### config.mk
export PLATFORM = sky130hd
export DESIGN_NAME = usb_rx_txn_sequencer
export DESIGN_NICKNAME = d
export VERILOG_FILES = /design/src/rtl/usb_pkg.sv /design/src/rtl/usb_timeout_timer.sv /design/src/rtl/usb_rx_txn_sequencer.sv
export SDC_FILE = /design/constraint.sdc
export NUM_CORES = 1
export LEC_CHECK = 0
export ABC_CLOCK_PERIOD_IN_PS = 1900
export BUFFER_PORTS_ARGS = -buffer_cell sky130_fd_sc_hd__buf_2
export CORE_ASPECT_RATIO = 1.2
export CORE_UTILIZATION = 43
export CTS_CLUSTER_DIAMETER = 60
export DETAILED_ROUTE_END_ITERATION = 8
export PLACE_DENSITY = 0.75
export SYNTH_ARGS = -nofsm -noshare
export SYNTH_HDL_FRONTEND = slang
export SYNTH_SLANG_ARGS = --single-unit
### constraint.sdc
create_clock -name clk -period 1.9 [get_ports clk]
set_clock_uncertainty 0.1 [all_clocks]
set_input_delay 0.095 -clock clk [delete_from_list [all_inputs] [get_ports clk]]
set_output_delay 0.095 -clock clk [all_outputs]
set_load 0.03 [all_outputs]
### src/rtl/usb_pkg.sv
// Shared types and constants for the USB receive-side transaction sequencer.
// Holds the FSM state enum, handshake encodings and default parameters.
package usb_pkg;

   typedef enum logic [2:0] {
      ST_IDLE,
      ST_LAUNCH,
      ST_WAIT_TX,
      ST_WAIT_RESP,
      ST_HANDSHAKE,
      ST_FINISH
   } txn_state_t;

   localparam logic HS_ACK = 1'b1;
   localparam logic HS_NAK = 1'b0;

   localparam int DEF_TIMEOUT_CYCLES = 256;
   localparam int DEF_MAX_ATTEMPTS   = 8;

endpackage

### src/rtl/usb_timeout_timer.sv
// Clear/enable up-counter with a terminal-count flag.
// Ports: clk, rst_L, clr (sync clear), en (count), tc (count == TIMEOUT_CYCLES-1).
module usb_timeout_timer
   import usb_pkg::*;
#(
   parameter int TIMEOUT_CYCLES = DEF_TIMEOUT_CYCLES
) (
   input  logic clk,
   input  logic rst_L,
   input  logic clr,
   input  logic en,
   output logic tc
);

   localparam int W = $clog2(TIMEOUT_CYCLES);

   logic [W-1:0] cnt_q;
   logic [W-1:0] cnt_d;

   always_comb begin
      cnt_d = cnt_q;
      if (clr)
         cnt_d = '0;
      else if (en)
         cnt_d = cnt_q + W'(1);
   end

   always_ff @(posedge clk or negedge rst_L) begin
      if (!rst_L)
         cnt_q <= '0;
      else
         cnt_q <= cnt_d;
   end

   // Count k-1 during the k-th enabled cycle, so tc marks the last one.
   assign tc = (cnt_q == W'(TIMEOUT_CYCLES - 1));

endmodule

### src/rtl/usb_rx_txn_sequencer.sv
// Host transaction sequencer: launch packet, await decoder verdict, handshake, retry.
// Ports: txn_start/txn_is_in in, tx_go/tx_done, dec_* verdicts, hs_send/hs_is_ack/hs_done,
// txn_done/txn_ok/rx_data/attempts_used results. USB_RX_SEQ_STATS_EN adds timeout_cnt/err_cnt.
module usb_rx_txn_sequencer
   import usb_pkg::*;
#(
   parameter int TIMEOUT_CYCLES = DEF_TIMEOUT_CYCLES,
   parameter int MAX_ATTEMPTS   = DEF_MAX_ATTEMPTS
) (
   input  logic        clk,
   input  logic        rst_L,
   input  logic        txn_start,
   input  logic        txn_is_in,
   output logic        tx_go,
   input  logic        tx_done,
   input  logic        dec_havepkt,
   input  logic        dec_haveack,
   input  logic        dec_havenak,
   input  logic        dec_error,
   input  logic [63:0] dec_data,
   output logic        hs_send,
   output logic        hs_is_ack,
   input  logic        hs_done,
   output logic        txn_done,
   output logic        txn_ok,
   output logic [63:0] rx_data,
`ifdef USB_RX_SEQ_STATS_EN
   output logic [15:0] timeout_cnt,
   output logic [15:0] err_cnt,
`endif
   output logic [3:0]  attempts_used
);

   txn_state_t  state_q, state_d;
   logic [3:0]  attempt_q, attempt_d;
   logic [3:0]  used_q, used_d;
   logic        is_in_q, is_in_d;
   logic        hs_ack_q, hs_ack_d;
   logic        ok_q, ok_d;
   logic [63:0] rx_q, rx_d;
   logic        retry;
   logic        tmr_clr;
   logic        tmr_tc;
   logic        in_resp;
   logic        any_verdict;

   assign in_resp     = (state_q == ST_WAIT_RESP);
   assign any_verdict = dec_error | dec_havepkt | dec_haveack | dec_havenak;

   usb_timeout_timer #(
      .TIMEOUT_CYCLES(TIMEOUT_CYCLES)
   ) u_tmr (
      .clk  (clk),
      .rst_L(rst_L),
      .clr  (tmr_clr),
      .en   (in_resp),
      .tc   (tmr_tc)
   );

   always_comb begin
      state_d   = state_q;
      attempt_d = attempt_q;
      used_d    = used_q;
      is_in_d   = is_in_q;
      hs_ack_d  = hs_ack_q;
      ok_d      = ok_q;
      rx_d      = rx_q;
      retry     = 1'b0;
      tmr_clr   = 1'b0;
      unique case (state_q)
         ST_IDLE: begin
            if (txn_start) begin
               is_in_d   = txn_is_in;
               attempt_d = 4'd1;
               ok_d      = 1'b0;
               state_d   = ST_LAUNCH;
            end
         end
         ST_LAUNCH: state_d = ST_WAIT_TX;
         ST_WAIT_TX: begin
            if (tx_done) begin
               tmr_clr = 1'b1;
               state_d = ST_WAIT_RESP;
            end
         end
         ST_WAIT_RESP: begin
            if (dec_error) begin
               if (is_in_q) begin
                  hs_ack_d = HS_NAK;
                  state_d  = ST_HANDSHAKE;
               end else begin
                  retry = 1'b1;
               end
            end else if (dec_havepkt) begin
               if (is_in_q) begin
                  rx_d     = dec_data;
                  hs_ack_d = HS_ACK;
                  state_d  = ST_HANDSHAKE;
               end else begin
                  retry = 1'b1;
               end
            end else if (dec_haveack) begin
               if (is_in_q) begin
                  retry = 1'b1;
               end else begin
                  ok_d    = 1'b1;
                  used_d  = attempt_q;
                  state_d = ST_FINISH;
               end
            end else if (dec_havenak || tmr_tc) begin
               retry = 1'b1;
            end
         end
         ST_HANDSHAKE: begin
            if (hs_done) begin
               if (hs_ack_q == HS_ACK) begin
                  ok_d    = 1'b1;
                  used_d  = attempt_q;
                  state_d = ST_FINISH;
               end else begin
                  retry = 1'b1;
               end
            end
         end
         ST_FINISH: state_d = ST_IDLE;
         default:   state_d = ST_IDLE;
      endcase
      if (retry) begin
         if (attempt_q == 4'(MAX_ATTEMPTS)) begin
            ok_d    = 1'b0;
            used_d  = attempt_q;
            state_d = ST_FINISH;
         end else begin
            attempt_d = attempt_q + 4'd1;
            state_d   = ST_LAUNCH;
         end
      end
   end

   always_ff @(posedge clk or negedge rst_L) begin
      if (!rst_L) begin
         state_q   <= ST_IDLE;
         attempt_q <= '0;
         used_q    <= '0;
         is_in_q   <= 1'b0;
         hs_ack_q  <= 1'b0;
         ok_q      <= 1'b0;
         rx_q      <= '0;
      end else begin
         state_q   <= state_d;
         attempt_q <= attempt_d;
         used_q    <= used_d;
         is_in_q   <= is_in_d;
         hs_ack_q  <= hs_ack_d;
         ok_q      <= ok_d;
         rx_q      <= rx_d;
      end
   end

   assign tx_go         = (state_q == ST_LAUNCH);
   assign hs_send       = (state_q == ST_HANDSHAKE);
   assign hs_is_ack     = hs_send & hs_ack_q;
   assign txn_done      = (state_q == ST_FINISH);
   assign txn_ok        = ok_q;
   assign rx_data       = rx_q;
   assign attempts_used = used_q;

`ifdef USB_RX_SEQ_STATS_EN
   logic [15:0] to_q, err_q;
   logic        to_hit, err_hit;

   // A verdict in the terminal cycle wins, so only a silent tc is a timeout.
   assign to_hit  = in_resp & tmr_tc & ~any_verdict;
   assign err_hit = in_resp & dec_error;

   always_ff @(posedge clk or negedge rst_L) begin
      if (!rst_L) begin
         to_q  <= '0;
         err_q <= '0;
      end else begin
         if (to_hit && to_q != 16'hFFFF)
            to_q <= to_q + 16'd1;
         if (err_hit && err_q != 16'hFFFF)
            err_q <= err_q + 16'd1;
      end
   end

   assign timeout_cnt = to_q;
   assign err_cnt     = err_q;
`else
   logic unused_ok;
   assign unused_ok = any_verdict;
`endif

endmodule

# == Word-level counts from Yosys, hierarchy flattened ==
# Cells that the tools add are included.
# word_totals
word_cells,85
reg_bits,86
# op_classes
eq_ne,13
muxes,52
add_sub_neg,2
reduce_logical,8
n_bitwise,2
# ops
cell,count
two-way mux 4 bit,12
two-way mux 3 bit,11
two-way mux 1 bit,23
two-way mux 8 bit,2
case mux 3 bit (5 select lines),1
inequality test 5 bit (second input constant),2
adder 8 x 1 -> 8 bit (second input constant),1
equality test 8 bit (second input constant),1
case mux 4 bit (2 select lines),1
equality test 3 x 2 -> 1 bit (second input constant),2
equality test 3 bit (second input constant),2
inequality test 3 x 1 -> 1 bit (second input constant),2
inequality test 3 bit (second input constant),2
AND reduction 6 bit,1
adder 4 x 1 -> 4 bit (second input constant),1
equality test 4 bit (second input constant),1
AND reduction 4 bit,1
nonzero test 2 bit,2
equality test 3 x 1 -> 1 bit (second input constant),1
logical NOT 3 bit,1
case mux 1 bit (3 select lines),1
AND reduction 3 bit,1
case mux 1 bit (2 select lines),1
AND reduction 2 bit,1
other kinds (3),3

# == Logic depth before layout (Yosys ltp) ==
# logic_depth
word_depth,9
mapped_depth,7

# == Hierarchy ==
# From an unflattened synthesis, not the netlist that was laid out.
# hier_totals
hier_cells,258
hier_area_um2,3631.0
# by_module_without_submodules
module,area_each_um2,n_inst,cells_each,seq_area_each_um2
usb_rx_txn_sequencer,3243.1,1,219,1951.9
usb_timeout_timer,387.9,1,39,200.2

# == Least setup slack after synthesis ==
# OpenSTA, ideal clock, no wires.
# synth_path
path_kind,reg2reg
startpoint,register state_q[1]
endpoint,register attempt_q[1]
setup_ns,0.125
stages_incl_launch_ff,7
arrival_ns,1.834
period_less_slack_ns,2.058
path_buffers,1
setup_slack_ns,-0.158
cell_sequence,dfrtp_1 > buf_6 > nor3b_2 > nand3_1 > o21ai_2 > nand2_1 > mux2_2
# synth_between
elab_cells_between_ends,7
classes_between,2 x eq/ne; 4 x mux; 1 x reduce/logical
# synth_lines
item,line_no,rtl
from (decl),usb_rx_txn_sequencer.sv:34,"txn_state_t state_q, state_d;"
from (signal assigned),usb_rx_txn_sequencer.sv:150,state_q <= state_d;
equality test 3 bit,--,
net hs_send,usb_rx_txn_sequencer.sv:21,"output logic hs_send,"
case mux 1 bit (2 select lines),usb_rx_txn_sequencer.sv:70,unique case (state_q)
two-way mux 4 bit,usb_rx_txn_sequencer.sv:128,if (retry) begin
net attempt_d[1],usb_rx_txn_sequencer.sv:35,"logic [3:0] attempt_q, attempt_d;"
to (signal assigned),usb_rx_txn_sequencer.sv:151,attempt_q <= attempt_d;
to (decl),usb_rx_txn_sequencer.sv:35,
# The timed path passes the listed nets, and every way through them passes these cells.
# A chain may end at the register's enable or synchronous reset.

# == Final worst setup path ==
# layout_path
startpoint,register u_tmr.cnt_q[1]
endpoint,register used_q[0] (netlist: attempts_used[0])
# layout_between
elab_chain_cells,8
# layout_lines
item,line_no,rtl
from (decl),usb_timeout_timer.sv:17,logic [W-1:0] cnt_q;
from (signal assigned),usb_timeout_timer.sv:32,cnt_q <= cnt_d;
equality test 8 bit,usb_timeout_timer.sv:36,assign tc = (cnt_q == W'(TIMEOUT_CYCLES - 1));
logical OR 1 bit,usb_rx_txn_sequencer.sv:110,end else if (dec_havenak || tmr_tc) begin
two-way mux 1 bit,usb_rx_txn_sequencer.sv:110,
two-way mux 1 bit,usb_rx_txn_sequencer.sv:102,end else if (dec_haveack) begin
two-way mux 1 bit,usb_rx_txn_sequencer.sv:94,end else if (dec_havepkt) begin
two-way mux 1 bit,usb_rx_txn_sequencer.sv:87,if (dec_error) begin
case mux 1 bit (2 select lines),usb_rx_txn_sequencer.sv:70,
two-way mux 4 bit,usb_rx_txn_sequencer.sv:128,
net used_d[0],usb_rx_txn_sequencer.sv:36,"logic [3:0] used_q, used_d;"
to (signal assigned),usb_rx_txn_sequencer.sv:152,used_q <= used_d;
to (decl),usb_rx_txn_sequencer.sv:36,
# The timed path passes the listed nets, and every way through them passes these cells.

==> impl_metrics.py <==
metrics = {
    "global_routing": {
        "globalRouteOverflowTotal": 0,
        "track_usage_pct": 20.34,
        "grt_pass1_wl_mm": 13.59,
        "grt_max_degree": 50,
        "grt_pass1_vias": 2929,
        "antenna_found_initial": 0,
    },
    "die": {
        "ios": 147,
        "fp.dieH_um": 102.1,
        "num_rows": 36,
        "dieArea_um2": 8716,
        "die_w_um": 85.39,
        "fp.coreArea_um2": 8108,
        "start_util_pct": 44.26,
    },
    "worst_setup_path": {
        "end_kind": "register",
        "r2r-start": "u_tmr.cnt_q[1]$_DFFE_PN0P_",
        "arrival_ns": 2.03,
        "cp-startpoint": "u_tmr.cnt_q[1]$_DFFE_PN0P_",
        "critPathMaxFanout": 3,
        "setup.worst_path.start_class": "register",
        "worstSetupPathType": "reg2reg",
        "required_ns": 2.04,
    },
    "sta": {
        "rsz0062_at_grt": "yes",
        "hold_viol_final": 0,
        "drv_slew": 0,
        "post-route-period-util_pct": 99.67,
        "fin_crit_ns": 1.894,
        "worst_pin_slew_ns": 0.4936,
        "holdWs_ns": 0.05194,
        "slew_headroom_pct": 67.09,
        "fmax_ghz": 0.5281,
        "finalSetupViolCount": 0,
    },
    "min_path": {
        "min_from": "hs_done",
        "hp-class": "in2reg",
    },
    "pwr": {
        "combPwrFrac_pct": 50.3,
        "total_power_uw": 9008,
        "p_int_uw": 5148,
        "p_sw_share_pct": 42.85,
        "seqPwrFrac_pct": 35.7,
        "peakVddDrop_mv": 0.9706,
        "power_switching_uw": 3860,
        "p_per_area_nw_per_um2": 1626,
        "leakage_uw": 0.002748,
        "clkPwrFrac_pct": 14.0,
    },
    "routing": {
        "route.layer.met1.wl_mm": 3.588,
        "vias": 2983,
        "topRoutingLayerUsed": "met4",
        "drt-initial-drc-count": 129,
        "ant_nets": 0,
        "wl_met3_um": 407,
        "firstDrtPassIters": 6,
        "routed_wl_mm": 9.254,
        "route.met2.wl_mm": 5.055,
        "via_per_inst": 5.022,
        "drc": 3,
        "wl_per_cell_um": 15.58,
    },
    "logic_synthesis": {
        "avgSynthCellArea_um2": 14.02,
        "syn-num-nets": 333,
        "yosysWarnings": 0,
        "netlist_area_um2": 3588,
        "yosys_register_bits": 86,
        "yosysSeqAreaShare_pct": 59.97,
        "synth-main-ff-cell": "dfrtp_1",
        "netlist-cell-type-count": 43,
        "synth_cells": 256,
        "synth-async-reset-ratio_pct": 100.0,
        "synth_edf_count": 0,
    },
    "clock_network": {
        "path_clk_slew_ns": 0.08,
        "htreeDepth": 3,
        "cts_buffer_depth": 2,
        "numCtsBuffers": 9,
        "clkSinkCount": 86,
        "cts_tree": "yes",
        "clk_latency_ns": 0.35,
        "clock-root-buffer": "clkbuf_8",
    },
    "cells_and_area": {
        "antenna_cells": 0,
        "layout.area.seq_um2": 2153,
        "multiInputGateArea_um2": 1379,
        "final_nets": 572,
        "nFillCells": 578,
        "drive_above_1_share_pct": 51.90,
        "syn2layout_area_growth_pct": 54.39,
    },
    "status": {
        "status": "finished, violations left",
        "violations": "DRC",
    },
    "flow_run": {
        "max-cap-violations": 0,
    },
    "placed_design": {
        "portBuffers": 146,
        "gp_congestion": 0.7757,
        "hpwl_mm": 5.446,
    },
}
## through the flow
step | util (%) | instances | setup TNS (ns) | cell area (µm²) | setup WS, ns
floorplan | - | 256 | 0 | 3595 | 0.02564
global placement | 55.90 | 503 | 0 | 4532 | 0.05095
detailed placement | 55.90 | 503 | 0 | 4532 | 0.002369
CTS | 66.64 | 586 | 0 | 5403 | 0.001766
global route | 68.33 | 594 | -0.3921 | 5540 | -0.07460
finish | 68.33 | 594 | 0 | 5540 | 0.006256
## final cells by class
| cell class | count | share of cell area (%) |
|---|---|---|
| Multi-Input combinational cell | 156 | 24.89 |
| Tap cell | 95 | 2.145 |
| Timing Repair Buffer | 238 | 30.40 |
| Clock buffer | 12 | 2.620 |
| Inverter | 4 | 0.2710 |
| Sequential cell | 86 | 38.87 |
| Clock inverter | 3 | 0.8130 |
## kinds of logic after synthesis
| group | synth area share (%) |
|---|---|
| buffers and inverters | 2.440 |
| adders and majority gates | 1.046 |
| DFF | 59.97 |
| and+or+nand+nor | 8.089 |
| muxes | 22.98 |
| AOI/OAI and AO/OA | 4.254 |
| xor gates and xnor gates | 1.220 |
## synthesized netlist by cell type, types with 3 or more instances
cell,n,area (µm²)
nor3_1,3,15.01
inv_1,4,15.01
buf_4,7,52.55
o21ai_0,3,15.01
nor2_1,15,56.30
nand2_1,7,26.28
nand3_1,5,25.02
xor2_1,4,35.03
mux2_2,61,686.9
mux2i_1,4,40.04
nand4_1,5,31.28
dfrtp_1,86,2152
mux2_1,6,67.56
a21oi_1,7,35.03
ha_1,3,37.54
## critical path, stage by stage, from the launching register on
cell	delay, ns
dfrtp_1	0.38
ha_2	0.19
nand3_2	0.06
o211a_1	0.24
or2_1	0.23
o211a_1	0.28
mux2_4	0.30
## per-layer routing
layer / GRT usage (%) / vias to the layer above
li1: - / 1385
met1: 23.41 / 1489
met2: 36.17 / 90
met3: 4.847 / 19
met4: 9.359 / 0
met5: 0 / -
## registers in the layout, summed over array words and instances, names as in the netlist
register       count
hs_ack_q           1
txn_ok             1
attempts_used      4
rx_data           64
state_q            3
attempt_q          4
u_tmr.cnt_q        8
is_in_q            1
## path summary, 6_finish.rpt
kind                                                   end  slack (ns)  cells past startpoint
worst min-delay path            attempts_used[3]$_DFF_PN0_        0.05                      4
min in group asynchronous           rx_data[4]$_DFFE_PN0P_        0.14                      2
worst max-delay path            attempts_used[0]$_DFF_PN0_       0.006                      6
worst max register to register  attempts_used[0]$_DFF_PN0_       0.006                      6
worst min register to register     rx_data[40]$_DFFE_PN0P_        0.38                      1
max in group asynchronous          rx_data[25]$_DFFE_PN0P_        0.93                      3
## placed cells by master, fill, tap and decap left out, types with 3 or more instances in the layout
master         Yosys  layout
nand2_1            7       6
o21ai_0            3       3
mux2_1             6       6
nand3_1            5       3
clkbuf_8           0      10
inv_1              4       4
buf_2              1     145
nand4_1            5       5
clkbuf_16          0       3
a21oi_1            7       7
mux2_2            61      61
nor2_1            15      15
nor3_1             3       3
buf_4              7      19
dfrtp_1           86      85
buf_12             0       3
dlygate4sd3_1      0      68
xor2_1             4       4
mux2i_1            4       4
## repair_timing
| action | CTS | global route |
|---|---|---|
| pin swaps | 1 | 6 |
| setup buffers | 0 | 5 |
| endpoints found under the setup margin | 1 | 67 |
| hold buffers | 68 | 0 |
| gates resized for setup | 0 | 7 |
| endpoints found under the hold margin | 104 | 0 |
| gates cloned | 0 | 3 |
## power groups by stage
stage	clock network, µW	logic [µW]	registers (µW)
6_report	1260	4530	3210
5_1_grt	1360	4820	3330
4_1_cts	1300	4380	3180
3_5_place_dp	0	4280	3200
3_3_place_gp	0	4190	3160
2_1_floorplan	0	1440	4690
Power figures use the tool's default switching activity.
